==> config.mk <==
export PLATFORM = sky130hd
export DESIGN_NAME = exec_stage_pipe
export DESIGN_NICKNAME = d
export VERILOG_FILES = /design/src/rtl/exec_pkg.sv /design/src/rtl/exec_stage_pipe_muldiv_iter.sv /design/src/rtl/exec_stage_pipe.sv
export SDC_FILE = /design/constraint.sdc
export NUM_CORES = 1
export LEC_CHECK = 0
export BUFFER_PORTS_ARGS = -buffer_cell sky130_fd_sc_hd__buf_2
export CAP_MARGIN = 25
export CORE_MARGIN = 3
export CORE_UTILIZATION = 40
export DETAILED_ROUTE_END_ITERATION = 7
export PLACE_DENSITY = 0.65
export SYNTH_ARGS = -nofsm -noshare
export SYNTH_HDL_FRONTEND = slang
export SYNTH_SLANG_ARGS = --single-unit
==> constraint.sdc <==
create_clock -name clk -period 5.65 [get_ports clk]
set_input_delay 0.2825 -clock clk [delete_from_list [all_inputs] [get_ports clk]]
set_output_delay 0.2825 -clock clk [all_outputs]
set_load 0.01 [all_outputs]
==> src/rtl/exec_pkg.sv <==
// exec_pkg: shared types, encodings and decode for the execute stage.
// Mul/div decode exists only when EXEC_MULDIV_EN is defined.
package exec_pkg;

   typedef enum logic [4:0] {
      OP_ADD, OP_SUB, OP_AND, OP_OR, OP_XOR,
      OP_SLL, OP_SRL, OP_SRA, OP_SLT, OP_SLTU,
      OP_MUL, OP_MULH, OP_MULHSU, OP_MULHU,
      OP_DIV, OP_DIVU, OP_REM, OP_REMU,
      OP_ILL
   } alu_op_e;

   localparam logic [1:0] ALUOP_MEM = 2'b00;
   localparam logic [1:0] ALUOP_BR  = 2'b01;
   localparam logic [1:0] ALUOP_R   = 2'b10;
   localparam logic [1:0] ALUOP_I   = 2'b11;

   localparam logic [2:0] F3_BEQ  = 3'b000;
   localparam logic [2:0] F3_BNE  = 3'b001;
   localparam logic [2:0] F3_BLT  = 3'b100;
   localparam logic [2:0] F3_BGE  = 3'b101;
   localparam logic [2:0] F3_BLTU = 3'b110;
   localparam logic [2:0] F3_BGEU = 3'b111;

   localparam logic [6:0] F7_BASE = 7'b0000000;
   localparam logic [6:0] F7_ALT  = 7'b0100000;
   localparam logic [6:0] F7_MD   = 7'b0000001;

   typedef enum logic [1:0] {
      S_IDLE, S_BUSY, S_DONE
   } state_e;

   localparam int CTL_MEMTOREG = 4;
   localparam int CTL_REGWRITE = 3;
   localparam int CTL_MEMREAD  = 2;
   localparam int CTL_MEMWRITE = 1;
   localparam int CTL_BRANCH   = 0;

   // funct3 map shared by R- and I-type; alt picks sub/sra
   function automatic alu_op_e base_op(
      input logic [2:0] f3,
      input logic       alt
   );
      alu_op_e op;
      case (f3)
         3'b000:  op = alt ? OP_SUB : OP_ADD;
         3'b001:  op = OP_SLL;
         3'b010:  op = OP_SLT;
         3'b011:  op = OP_SLTU;
         3'b100:  op = OP_XOR;
         3'b101:  op = alt ? OP_SRA : OP_SRL;
         3'b110:  op = OP_OR;
         default: op = OP_AND;
      endcase
      return op;
   endfunction

   function automatic alu_op_e md_op(input logic [2:0] f3);
      alu_op_e op;
      case (f3)
         3'b000:  op = OP_MUL;
         3'b001:  op = OP_MULH;
         3'b010:  op = OP_MULHSU;
         3'b011:  op = OP_MULHU;
         3'b100:  op = OP_DIV;
         3'b101:  op = OP_DIVU;
         3'b110:  op = OP_REM;
         default: op = OP_REMU;
      endcase
      return op;
   endfunction

   function automatic alu_op_e alu_decode(
      input logic [1:0] aluop,
      input logic [2:0] f3,
      input logic [6:0] f7
   );
      alu_op_e op;
      op = OP_ILL;
      case (aluop)
         ALUOP_MEM: op = OP_ADD;
         ALUOP_BR: begin
            if (f3 != 3'b010 && f3 != 3'b011)
               op = OP_SUB;
         end
         ALUOP_R: begin
            if (f7 == F7_BASE)
               op = base_op(f3, 1'b0);
            else if (f7 == F7_ALT &&
                     (f3 == 3'b000 || f3 == 3'b101))
               op = base_op(f3, 1'b1);
`ifdef EXEC_MULDIV_EN
            else if (f7 == F7_MD)
               op = md_op(f3);
`endif
         end
         ALUOP_I: begin
            if (f3 == 3'b000)
               op = OP_ADD;
            else
               op = base_op(f3, f7[5]);
         end
         default: op = OP_ILL;
      endcase
      return op;
   endfunction

endpackage

==> src/rtl/exec_stage_pipe_muldiv_iter.sv <==
// muldiv_iter: shift-add multiplier and restoring divider, one bit/cycle.
// Compiled only when EXEC_MULDIV_EN is defined.
`ifdef EXEC_MULDIV_EN
module muldiv_iter
   import exec_pkg::*;
#(
   parameter int XLEN = 32
) (
   input  logic            clk,
   input  logic            rst_n,
   input  logic            kill,
   input  logic            start,
   input  alu_op_e         op,
   input  logic [XLEN-1:0] a,
   input  logic [XLEN-1:0] b,
   output logic            busy,
   output logic            done,
   output logic [XLEN-1:0] result
);

   localparam int CW = $clog2(XLEN);

   logic [CW-1:0]     cnt;
   alu_op_e           op_r;
   logic              is_div_r;
   logic              neg_lo;
   logic              neg_hi;
   logic              div0;
   logic [XLEN-1:0]   a_keep;
   logic [XLEN-1:0]   opnd;
   logic [2*XLEN-1:0] acc;

   logic              is_div;
   logic              a_neg;
   logic              b_neg;
   logic [XLEN-1:0]   ua;
   logic [XLEN-1:0]   ub;
   logic [XLEN:0]     msum;
   logic [XLEN:0]     dsub;
   logic [2*XLEN-1:0] mul_next;
   logic [2*XLEN-1:0] div_next;
   logic [2*XLEN-1:0] prod;
   logic [XLEN-1:0]   quo;
   logic [XLEN-1:0]   rem;

   assign is_div = op inside {OP_DIV, OP_DIVU, OP_REM, OP_REMU};
   assign a_neg  = a[XLEN-1] &&
                   (op inside {OP_MULH, OP_MULHSU, OP_DIV, OP_REM});
   assign b_neg  = b[XLEN-1] &&
                   (op inside {OP_MULH, OP_DIV, OP_REM});
   assign ua     = a_neg ? (~a + 1'b1) : a;
   assign ub     = b_neg ? (~b + 1'b1) : b;

   assign done = busy && (cnt == CW'(XLEN - 1));

   // One multiply step: conditional add into the high half, then shift right
   always_comb begin
      msum     = {1'b0, acc[2*XLEN-1:XLEN]} +
                 (acc[0] ? {1'b0, opnd} : '0);
      mul_next = {msum, acc[XLEN-1:1]};
   end

   // One restoring divide step on {remainder, quotient}
   always_comb begin
      dsub = acc[2*XLEN-1:XLEN-1] - {1'b0, opnd};
      if (!dsub[XLEN])
         div_next = {dsub[XLEN-1:0], acc[XLEN-2:0], 1'b1};
      else
         div_next = {acc[2*XLEN-2:0], 1'b0};
   end

   // Iteration state: load on start, step while busy
   always_ff @(posedge clk) begin
      if (!rst_n || kill) begin
         busy     <= 1'b0;
         cnt      <= '0;
         op_r     <= OP_ADD;
         is_div_r <= 1'b0;
         neg_lo   <= 1'b0;
         neg_hi   <= 1'b0;
         div0     <= 1'b0;
         a_keep   <= '0;
         opnd     <= '0;
         acc      <= '0;
      end else if (start) begin
         busy     <= 1'b1;
         cnt      <= '0;
         op_r     <= op;
         is_div_r <= is_div;
         neg_lo   <= a_neg ^ b_neg;
         neg_hi   <= is_div ? a_neg : (a_neg ^ b_neg);
         div0     <= is_div && (b == '0);
         a_keep   <= a;
         opnd     <= is_div ? ub : ua;
         acc      <= {{XLEN{1'b0}}, is_div ? ua : ub};
      end else if (busy) begin
         cnt <= cnt + CW'(1);
         acc <= is_div_r ? div_next : mul_next;
         if (done)
            busy <= 1'b0;
      end
   end

   // Sign fix-up and result select
   always_comb begin
      prod   = neg_lo ? (~acc + 1'b1) : acc;
      quo    = neg_lo ? (~acc[XLEN-1:0] + 1'b1)
                      : acc[XLEN-1:0];
      rem    = neg_hi ? (~acc[2*XLEN-1:XLEN] + 1'b1)
                      : acc[2*XLEN-1:XLEN];
      result = '0;
      case (op_r)
         OP_MUL:    result = prod[XLEN-1:0];
         OP_MULH,
         OP_MULHSU,
         OP_MULHU:  result = prod[2*XLEN-1:XLEN];
         OP_DIV,
         OP_DIVU:   result = div0 ? '1 : quo;
         OP_REM,
         OP_REMU:   result = div0 ? a_keep : rem;
         default:   result = '0;
      endcase
   end

endmodule
`endif

==> src/rtl/exec_stage_pipe.sv <==
// exec_stage_pipe: RV32I execute stage with valid/ready and EX/MEM register.
// EXEC_MULDIV_EN adds the iterative M-extension unit and its FSM.
module exec_stage_pipe
   import exec_pkg::*;
#(
   parameter int XLEN    = 32,
   parameter int SHAMT_W = $clog2(XLEN)
) (
   input  logic            clk,
   input  logic            rst_n,
   input  logic            flush,
   input  logic            in_valid,
   output logic            in_ready,
   input  logic            ctl_alusrc,
   input  logic [1:0]      ctl_aluop,
   input  logic [2:0]      funct3,
   input  logic [6:0]      funct7,
   input  logic [4:0]      ctl_in,
   input  logic [4:0]      rd_in,
   input  logic [XLEN-1:0] rs1_data,
   input  logic [XLEN-1:0] rs2_data,
   input  logic [XLEN-1:0] imm,
   input  logic [XLEN-1:0] pc,
   output logic            out_valid,
   input  logic            out_ready,
   output logic [XLEN-1:0] alu_result,
   output logic [XLEN-1:0] pc_imm,
   output logic [XLEN-1:0] store_data,
   output logic            branch_taken,
   output logic [4:0]      ctl_out,
   output logic [4:0]      rd_out,
   output logic            illegal_op
);

   alu_op_e            op;
   logic               free;
   logic               accept;
   logic               is_md;
   logic               illegal;
   logic               cond;
   logic               taken;
   logic [XLEN-1:0]    op2;
   logic [XLEN-1:0]    alu_val;
   logic [XLEN-1:0]    pc_sum;
   logic [SHAMT_W-1:0] shamt;
   logic [4:0]         ctl_next;

   assign op      = alu_decode(ctl_aluop, funct3, funct7);
   assign illegal = (op == OP_ILL);
   assign op2     = (ctl_aluop == ALUOP_BR || !ctl_alusrc)
                    ? rs2_data : imm;
   assign shamt   = op2[SHAMT_W-1:0];
   assign pc_sum  = pc + (imm << 1);
   assign free    = !out_valid || out_ready;
   assign accept  = in_valid && in_ready;

`ifdef EXEC_MULDIV_EN
   state_e          state;
   logic            md_start;
   logic            md_busy;
   logic            md_done;
   logic [XLEN-1:0] md_result;
   logic [XLEN-1:0] md_pc_imm;
   logic [XLEN-1:0] md_store;
   logic [4:0]      md_ctl;
   logic [4:0]      md_rd;

   assign is_md    = op inside {OP_MUL, OP_MULH, OP_MULHSU,
                                OP_MULHU, OP_DIV, OP_DIVU,
                                OP_REM, OP_REMU};
   assign in_ready = free && !flush && (state == S_IDLE);
   assign md_start = accept && is_md;

   muldiv_iter #(
      .XLEN(XLEN)
   ) u_muldiv (
      .clk    (clk),
      .rst_n  (rst_n),
      .kill   (flush),
      .start  (md_start),
      .op     (op),
      .a      (rs1_data),
      .b      (rs2_data),
      .busy   (md_busy),
      .done   (md_done),
      .result (md_result)
   );

   // Mul/div sequencing: run the unit, then wait for a free slot
   always_ff @(posedge clk) begin
      if (!rst_n || flush) begin
         state <= S_IDLE;
      end else begin
         case (state)
            S_IDLE: if (md_start) state <= S_BUSY;
            S_BUSY: if (md_done || !md_busy) state <= S_DONE;
            S_DONE: if (free) state <= S_IDLE;
            default: state <= S_IDLE;
         endcase
      end
   end

   // Side-band fields of the mul/div instruction, held until write-back
   always_ff @(posedge clk) begin
      if (!rst_n) begin
         md_pc_imm <= '0;
         md_store  <= '0;
         md_ctl    <= '0;
         md_rd     <= '0;
      end else if (md_start) begin
         md_pc_imm <= pc_sum;
         md_store  <= rs2_data;
         md_ctl    <= ctl_in;
         md_rd     <= rd_in;
      end
   end
`else
   assign is_md    = 1'b0;
   assign in_ready = free && !flush;
`endif

   // Integer ALU
   always_comb begin
      alu_val = '0;
      case (op)
         OP_ADD:  alu_val = rs1_data + op2;
         OP_SUB:  alu_val = rs1_data - op2;
         OP_AND:  alu_val = rs1_data & op2;
         OP_OR:   alu_val = rs1_data | op2;
         OP_XOR:  alu_val = rs1_data ^ op2;
         OP_SLL:  alu_val = rs1_data << shamt;
         OP_SRL:  alu_val = rs1_data >> shamt;
         OP_SRA:  alu_val = $unsigned($signed(rs1_data) >>> shamt);
         OP_SLT:  alu_val = {{(XLEN-1){1'b0}},
                             $signed(rs1_data) < $signed(op2)};
         OP_SLTU: alu_val = {{(XLEN-1){1'b0}}, rs1_data < op2};
         default: alu_val = '0;
      endcase
   end

   // Branch condition always compares the two register operands
   always_comb begin
      cond = 1'b0;
      case (funct3)
         F3_BEQ:  cond = (rs1_data == rs2_data);
         F3_BNE:  cond = (rs1_data != rs2_data);
         F3_BLT:  cond = ($signed(rs1_data) < $signed(rs2_data));
         F3_BGE:  cond = ($signed(rs1_data) >= $signed(rs2_data));
         F3_BLTU: cond = (rs1_data < rs2_data);
         F3_BGEU: cond = (rs1_data >= rs2_data);
         default: cond = 1'b0;
      endcase
   end

   // Illegal instructions flow through but must not write a register
   always_comb begin
      taken    = cond && ctl_in[CTL_BRANCH] &&
                 (ctl_aluop == ALUOP_BR) && !illegal;
      ctl_next = ctl_in;
      if (illegal)
         ctl_next[CTL_REGWRITE] = 1'b0;
   end

   // EX/MEM output slot
   always_ff @(posedge clk) begin
      if (!rst_n) begin
         out_valid    <= 1'b0;
         alu_result   <= '0;
         pc_imm       <= '0;
         store_data   <= '0;
         branch_taken <= 1'b0;
         ctl_out      <= '0;
         rd_out       <= '0;
         illegal_op   <= 1'b0;
      end else if (flush) begin
         out_valid <= 1'b0;
      end else if (accept && !is_md) begin
         out_valid    <= 1'b1;
         alu_result   <= alu_val;
         pc_imm       <= pc_sum;
         store_data   <= rs2_data;
         branch_taken <= taken;
         ctl_out      <= ctl_next;
         rd_out       <= rd_in;
         illegal_op   <= illegal;
      end
`ifdef EXEC_MULDIV_EN
      else if (state == S_DONE && free) begin
         out_valid    <= 1'b1;
         alu_result   <= md_result;
         pc_imm       <= md_pc_imm;
         store_data   <= md_store;
         branch_taken <= 1'b0;
         ctl_out      <= md_ctl;
         rd_out       <= md_rd;
         illegal_op   <= 1'b0;
      end
`endif
      else if (out_ready) begin
         out_valid <= 1'b0;
      end
   end

endmodule

==> out/results.ini, run 1 <==
[critical_path]
critical_path.max_fanout = 52
critPathKind = in -> reg
r2r_start = out_valid
max_stage_delay_ns = 0.61
worstSetupEndpointType = register
required_ns = 5.88
cp_slowest_cell = o311ai_0
path_cells = buf_2 -> and2b_4 -> nor2_4 -> buf_4 -> nor2_1 -> a21o_1 -> inv_1 -> ha_1 -> nor2_1 -> nand2_1 -> nor3_1 -> inv_1 -> o31ai_1 -> o21ai_1 -> o211a_1 -> nor2_1 -> a211oi_1 -> o311ai_0 -> o211ai_1
cpMostUsedCell = nor2_1
worst_ep_arrival_time_ns = 4.66
cp-start-kind = input pin
cp-startpoint = ctl_aluop[1]

[clock_tree]
post_cts_buffers = 0
cts.sinks = 109
ctsResizeCount = 0
root_buffer = clkbuf_16
path_clk_slew_ns = 0.08
cts_hold_buf = 0
cts_max_path_buffers = 2
cts_tree = yes
cts.htree.levels = 3
clkLatencyLatePin_ns = 0.39
cts_buffers = 9

[die]
core-area_sq_mm = 0.03776
die_h_microns = 201.7
rows = 71
die_x_microns = 201.7
initial_utilization_pct = 40.59
io_pins = 266
die_area_sq_mm = 0.04070

[grt]
grt_pass1_vias = 17340
grt_use_total_pct = 34.89
grt_overflow = 0
grt_pass1_wl_microns = 109100
antenna_found_initial = 3
grt_max_degree = 74

[timing]
max_slew_margin_pct = 36.47
min_period_over_period_pct = 78.42
timing.fmax_ghz = 0.2257
setup_violations = 0
maxSlewViolCount = 0
finalSetupTns_ns = 0
worst_pin_slew_ns = 0.9495
rsz0062_at_grt = false
fin_skew_ns = 0.01354
hold_violations = 0
min_period_ns = 4.431

[pwr]
swShare_pct = 48.07
clockPowerShare_pct = 20.0
leakage_nw = 7.971
ir_drop_v = 0.0001515
combPwrFrac_pct = 55.8
power.switching_mw = 1.663
power_density_mw_per_mm2 = 198.9
finalPower_mw = 3.460
seq_power_share_pct = 24.2
p_int_mw = 1.797

[layout]
final_area_sq_mm = 0.01739
final_nets = 2665
drive_gt1_share_pct = 17.06
area_growth_pct = 13.48
diodes = 0

[yosys]
ys_async_sr_fraction_pct = 0
ys_warn_count = 0
syn_area_sq_mm = 0.01533
synth_enable_flop_cells = 0
avgSynthCellArea_sq_um = 7.053
ys_seq_area_share_pct = 14.24
synthCells = 2173
ys.flop_type = dfxtp_1
synth_fp_nets = 2486
yosysUniqueCellTypes = 90
synth-seq-cells = 109

[routing]
via_count = 18280
antenna_left = 0
wl_per_cell_microns = 25.92
drc = 0
drt_iter0_drc = 2303
drt-pass1-iter-count = 8
routed_wl_microns = 74330
via_per_inst = 6.372

[placement]
placed_cell_area_sq_mm = 0.01710
post-dp-hpwl_microns = 58790
globalplace.congestion = 1.066
port_buffers = 265

[min_path]
hold_class = in -> reg
hp-start = flush

[run]
cap_violations = 0

[outcome]
status = finished clean

-- layer usage --
layer  wire [microns]  GRT usage [%]  part of all wire (%)  up-vias
met5               13              0                 0.017        -
met4             4465          17.32                   6.0        2
met3             6872          6.002                   9.2      224
met2            33040          55.75                    44     1135
met1            29940          45.52                    40     8622
li1                 -              -                     -     8292
-- power groups by stage --
stage	sequential, mW	combinational, mW	clock, mW
global route	0.842	2.06	0.727
CTS	0.837	1.87	0.702
detailed placement	0.855	1.86	0
global placement	0.853	1.86	0
floorplan	0.871	1.19	0
finish	0.838	1.93	0.691
-- flip-flops by register name (all words and copies together), names as in the netlist --
| register | count |
|---|---|
| alu_result | 32 |
| pc_imm | 32 |
| store_data | 32 |
| ctl_out | 5 |
| rd_out | 5 |
| branch_taken | 1 |
| illegal_op | 1 |
| out_valid | 1 |
-- cells in the mapped netlist (27+ instances only) --
library cell,n,area share [%]
a211oi_1,38,1.9
o21ai_0,163,5.3
inv_1,135,3.3
o21bai_1,31,1.5
a21boi_0,49,2.4
o211ai_1,31,1.5
nand2_1,250,6.1
buf_2,28,0.91
nor3_1,45,1.5
clkbuf_1,100,2.4
nand3_1,44,1.4
dfxtp_1,109,14
xnor2_1,36,2.1
nor2_1,213,5.2
nand4_1,27,1.1
ha_1,155,13
a21oi_1,193,6.3
a21o_1,74,3.6
mux4_2,29,4.3
mux2i_1,37,2.4
-- per-stage QoR --
stage          setup slack (ns)  hold WS [ns]  std cells  utilization (%)
2_1_floorplan             1.110        0.3586       2173                -
3_3_place_gp             0.8695        0.4282       2851            45.28
3_5_place_dp             0.8138        0.4366       2852            45.29
4_1_cts                   1.223       0.06726       2868            46.06
5_1_grt                  0.7978       0.06772       2868            46.06
6_report                  1.219       0.07227       2868            46.06
-- cell type report --
type	instances	area, sq um
well taps	511	639.4
clock inverters	7	66.31
flip-flops and latches	109	2182
inverters	140	525.5
clock buffers	9	225.2
multi-input cells	1779	12060
repair buffers	313	1697
fillers	4001	20360
-- worst paths after layout --
path,to,slack (ns),depth (start not counted)
setup / recovery,alu_result[27],1.22,19
hold / removal,out_valid,0.07,2
setup reg to reg,alu_result[0],2.44,9
hold reg to reg,alu_result[22],0.45,2
-- critical path: cells and delay by family --
kind,cells,cell delay [ns]
compound gates,7,1.94
fa+ha+maj,1,0.30
simple gates,7,1.36
buf+inv,4,0.77
-- kinds of logic after synthesis --
group                      share of synthesized area (%)
AOI/OAI and AO/OA                                  34.63
and+or+nand+nor                                    20.48
buffers and inverters                              7.454
adders and majority gates                          12.92
DFF                                                14.24
muxes                                              7.193
xor gates and xnor gates                           3.086
-- layout by cell type (no fill, tap or decap), types with 31 or more instances in the layout --
cell type	instances
o21bai_1	31
a21o_1	74
nor2_1	210
a211oi_1	38
inv_1	135
a21boi_0	49
dfxtp_1	109
a21oi_1	193
xnor2_1	36
o211ai_1	31
mux2i_1	37
buf_4	46
buf_2	266
o21ai_0	163
nor3_1	42
nand2_1	249
ha_1	155
nand3_1	43
Note: power is estimated with default switching activity, not from simulation.
==> run 2, diff against run 1 <==
==> constraint.sdc (replaced) <==
create_clock -name clk -period 4.5 [get_ports clk]
set_input_delay 0.225 -clock clk [delete_from_list [all_inputs] [get_ports clk]]
set_output_delay 0.225 -clock clk [all_outputs]
set_load 0.01 [all_outputs]
==> run 2 against run 1 <==
Against the previous run:
- wire length up 2.9%
- critical path type unchanged
- clock power up 28%
- via count up 0.15%
- register-to-register slack worse by 1.1 ns
- sequential cell count unchanged
- die area unchanged
- global-route usage up 1.2 points
- cell count up 2.7%
- critical endpoint is now alu_result[14]
- count of clock-buffer cells in the layout up 2
- first-iteration DRC count down 8.9%
- sequential share of layout area down 0.46 points
==> out/results.ini, run 2 (synthesis gave the netlist of run 1 again) <==
[timing]
min_period_over_period_pct = 86.47
rsz0062_at_grt = false
maxSlewViolCount = 0  ; unchanged
setup_violations = 0  ; unchanged
max_slew_margin_pct = 29.51  ; -7.0 points
worst_pin_slew_ns = 1.053  ; +0.1040 ns
finalSetupTns_ns = 0  ; unchanged
min_period_ns = 3.891
layout_setup_ws_ns = 0.6089  ; -0.6104 ns
timing.fmax_ghz = 0.2570
fin_skew_ns = 0.009121  ; -0.004415 ns
hold_violations = 0  ; unchanged

[outcome]
status = finished clean

[clock_tree]
cts.sinks = 109  ; unchanged
cts_buffers = 9  ; unchanged
clkLatencyLatePin_ns = 0.39  ; about the same
cts_max_path_buffers = 2  ; unchanged
ctsResizeCount = 0  ; unchanged
post_cts_buffers = 0  ; unchanged
cts_hold_buf = 1  ; +1
cts.htree.levels = 3  ; unchanged
path_clk_slew_ns = 0.09  ; about the same
cts_tree = yes
root_buffer = clkbuf_16

[grt]
antenna_found_initial = 1  ; -2
grt_pass1_vias = 17430  ; +0.55%
grt_use_total_pct = 36.13  ; +1.2 points
grt_overflow = 0  ; unchanged
grt_pass1_wl_microns = 111800  ; +2.5%
grt_max_degree = 73  ; -1.4%

[placement]
placed_cell_area_sq_mm = 0.01774  ; +3.8%
port_buffers = 265  ; unchanged
globalplace.congestion = 1.074  ; +0.74%
post-dp-hpwl_microns = 61400  ; +4.5%
dp.cells = 2928  ; +2.7%
pre_cts_ws_ns = 0.2189  ; -0.5949 ns

[critical_path]
critical_path.max_fanout = 50  ; -3.8%
cp_top_family = compound AO/OA/AOI/OAI gates
path_cells = buf_2 -> nand2b_4 -> buf_4 -> a21boi_2 -> or2_2 -> buf_12 -> ha_1 -> inv_1 -> ha_1 -> a31oi_1 -> nor3_2 -> nor4b_2 -> buf_4 -> o41ai_4 -> a211oi_1 -> xnor2_1 -> nor2_1 -> a2111oi_0 -> o21ai_0
cp_slowest_cell = a2111oi_0
cp-start-kind = input pin
worstSetupEndpointType = register
required_ns = 4.76  ; -1.12 ns
cp_num_buf_inv = 5  ; +1
worst_ep_arrival_time_ns = 4.15  ; -0.51 ns
max_stage_delay_ns = 0.59  ; -0.02 ns
critPathKind = in -> reg

[run]
cap_violations = 0  ; unchanged

[pwr]
power_density_mw_per_mm2 = 249.4  ; +25%
ir_drop_v = 0.0002039  ; +35%
leakage_nw = 8.367  ; +5.0%

[routing]
antenna_left = 0  ; unchanged
via_count = 18300  ; +0.15%
routed_wl_microns = 76490  ; +2.9%
drt_iter0_drc = 2097  ; -8.9%
via_per_inst = 6.213  ; -2.5%
drt-pass1-iter-count = 6  ; -2
drc = 0  ; unchanged
wl_per_cell_microns = 25.96  ; +0.18%

[die]
die_area_sq_mm = 0.04070  ; unchanged
io_pins = 266  ; unchanged
initial_utilization_pct = 40.59  ; unchanged
die_x_microns = 201.7  ; unchanged
die_h_microns = 201.7  ; unchanged
core-area_sq_mm = 0.03776  ; unchanged
rows = 71  ; unchanged

[layout]
nFillCells = 3917  ; -2.1%
final_common_cell = buf_2
final_nets = 2742  ; +2.9%
biggestRegsByFlops = alu_result: 32 flops, pc_imm: 32 flops, store_data: 32 flops
most-common-layout-cells = buf_2 (265), nand2_1 (249), nor2_1 (208)
multi_input_area_sq_mm = 0.01206  ; about the same
seqCellArea_sq_mm = 0.002182  ; unchanged
final_area_sq_mm = 0.01806  ; +3.8%
drive_gt1_share_pct = 19.64  ; +2.6 points
final_cells = 2946  ; +2.7%
area_growth_pct = 17.82

[min_path]
hold_class = in -> reg

run 2: cell types whose count changed in the layout (fill, tap and decap cells not counted), moves of 2 or more:
cell,previous run,this run
nor2_2,2,4
buf_12,1,6
nor2_1,210,208
clkinv_2,0,2
clkinv_4,4,1
inv_8,2,0
buf_4,46,117
run 2: path summary, 6_finish.rpt:
path                                    start             end  slack (ns)  cells past startpoint
worst min register to register  alu_result[1]   alu_result[1]        0.45                      2
worst max register to register      out_valid  alu_result[24]        1.39                     11
worst min-delay path                ctl_in[4]      ctl_out[4]        0.08                      3
worst max-delay path             ctl_aluop[1]  alu_result[14]        0.61                     19
run 2: metrics by stage:
stage	hold slack, ns	utilization, %	power, mW
4_1_cts	0.06758	47.82	4.450
3_5_place_dp	0.4062	47.00	3.555
3_3_place_gp	0.4036	46.97	3.554
5_1_grt	0.09798	47.82	4.707
6_report	0.07891	47.83	4.503
2_1_floorplan	0.3011	-	2.585
run 2: metal layers:
metal / wire length, microns / up-vias / GRT usage (%)
met5: 0 / - / 0
met4: 4351 / 0 / 17.89
met3: 6670 / 169 / 7.086
met2: 34780 / 1007 / 58.68
met1: 30690 / 8672 / 45.87
li1: - / 8455 / -
run 2: power by group:
part	switching [mW]	internal, mW	leakage (nW)
logic	1.62	0.940	7.33
clock network	0.437	0.450	0.150
registers	0.0332	1.02	0.889
run 2: layout make-up:
type	instances	area share [%]
Tap cell	511	3.541
Clock buffer	11	1.344
Sequential cell	109	12.08
Inverter	140	2.910
Multi-Input combinational cell	1779	66.80
Timing Repair Buffer	390	12.99
Antenna cell	1	0.01386
Clock inverter	5	0.3187
run 2: worst min-delay path, stage by stage:
cell      delay [ns]
buf_2           0.10
nand2_1         0.04
a21boi_0        0.06
